<file path="config.mk">
export PLATFORM = sky130hd
export DESIGN_NAME = stage_wb
export DESIGN_NICKNAME = d
export VERILOG_FILES = /design/src/rtl/stage_wb.sv
export SDC_FILE = /design/constraint.sdc
export NUM_CORES = 1
export LEC_CHECK = 0
export ABC_AREA = 1
export BUFFER_PORTS_ARGS = -buffer_cell sky130_fd_sc_hd__buf_2
export CAP_MARGIN = 20
export CORE_MARGIN = 10
export CORE_UTILIZATION = 45
export DETAILED_ROUTE_END_ITERATION = 16
export PLACE_DENSITY = 0.77
export SKIP_LAST_GASP = 1
export SYNTH_ARGS = -nofsm -noshare
export SYNTH_HDL_FRONTEND = slang
export SYNTH_SLANG_ARGS = --single-unit
</file>
<file path="constraint.sdc">
create_clock -name clk -period 1.2 [get_ports clk]
set_input_delay 0.24 -clock clk [delete_from_list [all_inputs] [get_ports clk]]
set_output_delay 0.24 -clock clk [all_outputs]
set_load 0.01 [all_outputs]
</file>
<file path="src/rtl/stage_wb.sv">
// MEM/WB register, write-back select, store-data forward select and matrix-line (MtypeL) assembly.
// One-cycle latency; stall holds WB, flush wins over stall; WB_RETIRE_CNT_EN enables the 64-bit retire counter.
module stage_wb #(
   parameter int LINE_WORDS = 4
) (
   input  logic                     clk,
   input  logic                     rst,
   input  logic                     me_valid,
   input  logic [31:0]              me_inst,
   input  logic [31:0]              me_alu_o,
   input  logic [31:0]              me_mem_data,
   input  logic                     me_mem2reg,
   input  logic                     me_regs_write,
   input  logic                     me_mem_write,
   input  logic                     stall,
   input  logic                     flush,
   output logic                     w_regs_en,
   output logic [4:0]               w_regs_addr,
   output logic [31:0]              w_regs_data,
   output logic                     forward_data,
   output logic [32*LINE_WORDS-1:0] wb_matrix_line,
   output logic                     wb_matrix_line_valid,
   output logic [63:0]              wb_retire_cnt
);

   // MtypeL: {funct3, opcode} on the custom-0 opcode space
   localparam logic [9:0] MTYPEL = {3'b110, 7'b0001011};
   localparam int BW = (LINE_WORDS > 1) ? $clog2(LINE_WORDS) : 1;

   typedef struct packed {
      logic        valid;
      logic [31:0] inst;
      logic [31:0] alu_o;
      logic [31:0] mem_data;
      logic        mem2reg;
      logic        regs_write;
   } memwb_t;

   memwb_t                         wb;
   logic [BW-1:0]                  beat;
   logic [LINE_WORDS-1:0][31:0]    line_buf;
   logic                           line_vld;
   logic [4:0]                     rd;
   logic                           is_mtl;
   logic                           wb_fire;
   logic                           unused_ok;

   always_ff @(posedge clk) begin
      if (rst) begin
         wb <= '0;
      end else if (flush) begin
         wb.valid <= 1'b0;
      end else if (!stall) begin
         wb <= '{valid: me_valid, inst: me_inst, alu_o: me_alu_o, mem_data: me_mem_data,
                 mem2reg: me_mem2reg, regs_write: me_regs_write};
      end
   end

   assign rd        = wb.inst[11:7];
   assign is_mtl    = ({wb.inst[14:12], wb.inst[6:0]} == MTYPEL);
   assign wb_fire   = wb.valid & ~stall;
   assign unused_ok = ^wb.inst[31:15];

   assign w_regs_en    = wb.valid & wb.regs_write & (rd != 5'd0) & ~is_mtl;
   assign w_regs_addr  = rd;
   assign w_regs_data  = wb.mem2reg ? wb.mem_data : wb.alu_o;
   assign forward_data = w_regs_en & me_mem_write & (me_inst[24:20] == rd);

   // Line buffer survives flush: words already in WB are committed
   always_ff @(posedge clk) begin
      if (rst) begin
         beat     <= '0;
         line_buf <= '0;
         line_vld <= 1'b0;
      end else begin
         line_vld <= 1'b0;
         if (wb_fire && is_mtl) begin
            line_buf[beat] <= wb.mem_data;
            if (beat == BW'(LINE_WORDS - 1)) begin
               beat     <= '0;
               line_vld <= 1'b1;
            end else begin
               beat <= beat + BW'(1);
            end
         end
      end
   end

   assign wb_matrix_line       = line_buf;
   assign wb_matrix_line_valid = line_vld;

`ifdef WB_RETIRE_CNT_EN
   logic [63:0] retire_cnt;

   always_ff @(posedge clk) begin
      if (rst) begin
         retire_cnt <= '0;
      end else if (wb_fire) begin
         retire_cnt <= retire_cnt + 64'd1;
      end
   end

   assign wb_retire_cnt = retire_cnt;
`else
   assign wb_retire_cnt = '0;
`endif

endmodule

</file>
=== Yosys cells after proc, flatten, opt, wreduce, memory -nomap -nowiden ===
Cells that the tools add are included.

* Bits in read-only memories: 0
* Latch bits: 0
* Bits in writable memories: 0
* Output and inout bits: 232
* Register bits: 213
* Input bits: 104
* Memories kept: 0
* Logic and storage cells: 40

* $lt $le $gt $ge: 2
* Div/mod/pow operators: 0
* Reduce and logical (&&, ||, !) cells: 6
* Shift operators: 0
* Add/subtract/negate cells: 1
* Bitwise logic cells: 10
* Mux-type cells: 6
* $mul: 0
* Equality and inequality tests: 3

{| class="wikitable"
|+ Operator list
! cell !! number
|-
| bitwise mux 128 bit || 1
|-
| demux 32 bit (select 2 bit) || 1
|-
| 2-to-1 mux 32 bit || 2
|-
| equality test 10 bit (second input constant) || 1
|-
| bitwise AND 1 bit || 6
|-
| equality test 5 bit || 1
|-
| nonzero test 5 bit || 1
|-
| inverter 1 bit || 4
|-
| OR reduction 2 bit || 2
|-
| < comparator 2 x 3 -> 1 bit (second input constant) || 1
|-
| adder 2 x 1 -> 2 bit (second input constant) || 1
|-
| equality test 2 bit (second input constant) || 1
|-
| >= comparator 2 x 1 -> 1 bit (second input constant) || 1
|-
| logical AND 1 bit || 2
|-
| 2-to-1 mux 2 bit || 1
|-
| AND reduction 2 bit || 1
|-
| 2-to-1 mux 1 bit || 1
|}

=== Depth between registers and ports, before layout ===
* Depth in word-level cells: 5
* Depth in mapped cells: 10
* Mapped depth without buffers: 8

=== Worst setup path after synthesis ===
No wires, ideal clock.

* Kind: register to output
* Start: register wb[1] (netlist bit)
* End: output port w_regs_data[20]
* Cell stages (with the launch flop): 5
* Slack: -0.173 ns
* Arrival time: 1.133 ns
* Buffers on the path: 2
* Cell sequence: dfxtp_1 -> clkbuf_1 -> clkbuf_1 -> nor2_1 -> a21oi_1

* Word-level cells in the longest chain between the ends: 1

{| class="wikitable"
|+ RTL lines
! item !! line !! RTL
|-
| start: declaration || 39 || <nowiki>memwb_t wb;</nowiki>
|-
| start signal: assignment || 54 || <nowiki>wb <= '{valid: me_valid, inst: me_inst, alu_o: me_alu_o, mem_data: me_mem_data,</nowiki>
|-
| 2-to-1 mux 32 bit || 66 || <nowiki>assign w_regs_data = wb.mem2reg ? wb.mem_data : wb.alu_o;</nowiki>
|-
| end: declaration || 19 || <nowiki>output logic [31:0] w_regs_data,</nowiki>
|}

No other way between the ends.

=== Final worst setup path ===
* Start: register wb[1] (netlist bit)
* End: output port w_regs_data[4]

Same word-level chain as after synthesis.

==> impl_results.md <==
- WP data required: 0.96 ns
- Number of global-route vias before repair: 10000
- Post-synthesis instance area: 0.00896 mm²
- Psw: 4350 µW
- Clock tree root buffer cell: clkbuf_16
- Layout cells sized above 1: between 40% and 50%
- Hpwl dp: 21500 µm
- Crit path DAT: around 1.6 ns
- Router iterations before antenna repair: 6
- VDD IR-drop max: about 0.0010 V
- Int Pwr: 12600 µW
- Final worst-path cycle share: 155%
- Max incr delay on CP: roughly 0.44 ns
- Core Region: just under 0.02 mm²
- Avg WL per Cell: 21.5 µm
- Final Non-Filler Cells: roughly 1900
- Seq. cell area: ~0.0045 mm²
- Antenna Nets Post-Route: 0
- First DRT Iteration DRCs: approximately 900
- CP Max Fanout: 22
- Synthesis-stage register bit count: about 210
- Async S/R FF share, synth: 0%
- IO Count: between 300 and 400
- Starting density of the core: about 46%
- Die extent in y: 161 µm
- Hold Crit Class: primary input to flop
- # setup viols final: 227
- Crit path launch type: flop
- NumNets Final: approximately 1700
- Critical path class: flop to primary output
- Yosys cell types: 27
- CTS tree: built
- Die footprint: between 0.02 and 0.03 mm²
- Leakage: 0.00657 µW
- RSZ-0062 raised after global routing: yes
- Fill count: 1185
- Setup crit end: w_regs_data[4]
- Clock power frac: 44.6%
- Register area share after synthesis: 47.6%
- IO Port Bufs: about 260
- Total clock buffers created by CTS: 24
- Clk pin slew, worst setup/hold paths: around 0.060 ns
- Final wirelength: between 40000 and 50000 µm
- Max-cap violations: 0
- Worst r2r src: wb[71]
- Crit path time final: approximately 1.9 ns
- Reg2reg end: wb_matrix_line[69]
- CP cell instances: buf_12, nor2_1, a21oi_1, buf_2
- Worst hold slack: about 0.026 ns
- DR DRC count: 0
- PnR Total Power: 16900 µW
- Placed Instances: approximately 1700
- Syn_area_per_cell: about 7.4 µm²
- F_max: about 0.54 GHz
- Worst setup path startpoint: wb[1]
- Routed via count: between 10000 and 15000
- Post-Syn Instances: about 1200
- Area of the multi-input gates: ~0.0048 mm²
- GRT overflow: 0
- Met2 Usage GRT: a little under half
- FF-to-FF path depth: 11
- Initial antenna violation count: 3
- Worst skew pair latency: between 0.5 and 0.6 ns
- GRT busiest layer: met2
- Endpoints failing hold: 0
- Clock tree buffer depth: 3
- Dpl ws: -0.322 ns
- H-tree level count: 1
- First-pass GRT wire length: about 56000 µm
- Post-synth EDFFs: 0
- Via/cell ratio: 5.50
- CTS Sinks: roughly 210
- Synth-to-Final Area Change: 69.1%
- GPL Wtd Cong: 0.877
- Largest net degree at the start of global routing: 50
- Worst reg-to-reg setup slack: -0.49 ns
- Switch share: between 20% and 30%
- Die Span X: ~160 µm
- GRT Overall Usage: between 20% and 30%
- Layout Skew: between 0.015 and 0.02 ns
- Grt met3 use: 7.12%
- PD cells: approximately 1100 mW/mm²
- Synth Flop Type: dfxtp_1
- Status: complete, but fails checks
- Rows: a little over 50
- Slew Viols, Final: 0
- PnR worst setup slack: -0.659 ns
- CP Capture Type: primary output
- Fraction of power consumed by sequential logic: roughly 44%
- Failing checks: setup timing
- Yosys warnings: 0
- Combinational power share: 11.8%
- Slowest CP cell: dfxtp_4
- Met1 Track Usage GR: 30.4%
==> synthesized netlist by cell type, drive strengths merged (2+ instances only) <==
| cell type | number | area (µm²) |
|---|---|---|
| nor3b | 2 | 15.0 |
| inv | 51 | 191 |
| nand3 | 163 | 821 |
| clkbuf | 52 | 195 |
| nor2 | 324 | 1270 |
| a21oi | 73 | 365 |
| nand2 | 138 | 518 |
| xor2 | 2 | 17.5 |
| nand4 | 3 | 33.8 |
| ha | 4 | 50.1 |
| o21ai | 82 | 410 |
| buf | 104 | 777 |
| dfxtp | 213 | 4260 |
==> worst max-delay path, delay by kind of cell (launching register included) <==
family	cells	cell delay, ns
AOI/OAI and AO/OA	1	0.20
and+or+nand+nor	1	0.08
buffers and inverters	2	0.37
DFF	1	0.44
==> power groups by stage <==
| stage | registers [µW] | logic [µW] | clock network (µW) |
|---|---|---|---|
| floorplan | 7490 | 991 | 0 |
| global placement | 7510 | 1540 | 0 |
| detailed placement | 7520 | 1550 | 0 |
| CTS | 7370 | 1770 | 7530 |
| global route | 7400 | 2110 | 7870 |
| finish | 7390 | 1990 | 7540 |
==> registers in the layout, summed over array words and instances, names as in the netlist <==
name and cells:
wb 77, w_regs_addr 5, beat 2, wb_matrix_line 128
wb_matrix_line_valid 1
==> cell usage in the layout, fill, tap and decap left out, types with 29 or more instances in the layout <==
cell / n
clkbuf_16: 29
buf_6: 145
dfxtp_1: 69
buf_4: 88
buf_12: 35
a21oi_1: 64
o21ai_0: 82
inv_1: 46
dfxtp_2: 141
nor2_1: 295
nand3_2: 112
buf_2: 125
nand2_1: 110
conb_1: 64
dlygate4sd3_1: 45
nand3_1: 33
==> layer usage <==
| layer | up-vias | part of all wire, % |
|---|---|---|
| met3 | 211 | 10 |
| li1 | 4576 | - |
| met1 | 4850 | 35 |
| met2 | 763 | 49 |
| met5 | - | 0 |
| met4 | 0 | 5.9 |
==> how the worst min path moves through the flow <==
stage                               start                    to  cells after the start
after floorplan                       rst  wb_matrix_line_valid                      1
after global placement             wb[62]                wb[62]                      2
after detailed placement           wb[62]                wb[62]                      2
after CTS                 me_mem_data[26]                wb[28]                      3
after global routing           me_inst[5]                wb[71]                      3
final                          me_inst[8]        w_regs_addr[1]                      3
==> timing repair <==
action / in CTS / in global routing
pin swaps: 9 / 86
setup endpoints to repair: 299 / 299
cloned: 19 / 4
endpoints found under the hold margin: 45 / 0
hold buffers: 45 / 0
buffers inserted: 33 / 24
resized for setup: 341 / 173
==> layout make-up <==
cell class,instances,area share (%)
well taps,265,2.19
multi-input cells,859,31.5
repair buffers,457,30.3
flip-flops and latches,213,29.4
clock buffers,36,4.73
inverters,52,1.34
diodes,3,0.0496
clock inverters,6,0.545
==> kinds of logic (layout without fill, tap and decap cells) <==
| family | Yosys count | count (layout) | share of synthesized area (%) |
|---|---|---|---|
| and+or+nand+nor | 631 | 631 | 29.7 |
| DFF | 213 | 213 | 47.6 |
| buffers and inverters | 208 | 551 | 13.0 |
| AOI/OAI and AO/OA | 158 | 158 | 8.91 |
| adders and majority gates | 4 | 4 | 0.559 |
| xor gates and xnor gates | 2 | 2 | 0.196 |
| other | 1 | 67 | 0.0419 |
==> through the flow <==
step | util [%] | TNS (ns) | cell area (µm²)
floorplan | - | -10.21 | 9340
finish | 77.6 | -70.38 | 15100
detailed placement | 55.6 | -36.59 | 10900
CTS | 72.6 | -75.15 | 14200
global placement | 55.6 | -29.32 | 10900
global route | 77.6 | -88.62 | 15100
Note: power is estimated with default switching activity, not from simulation.
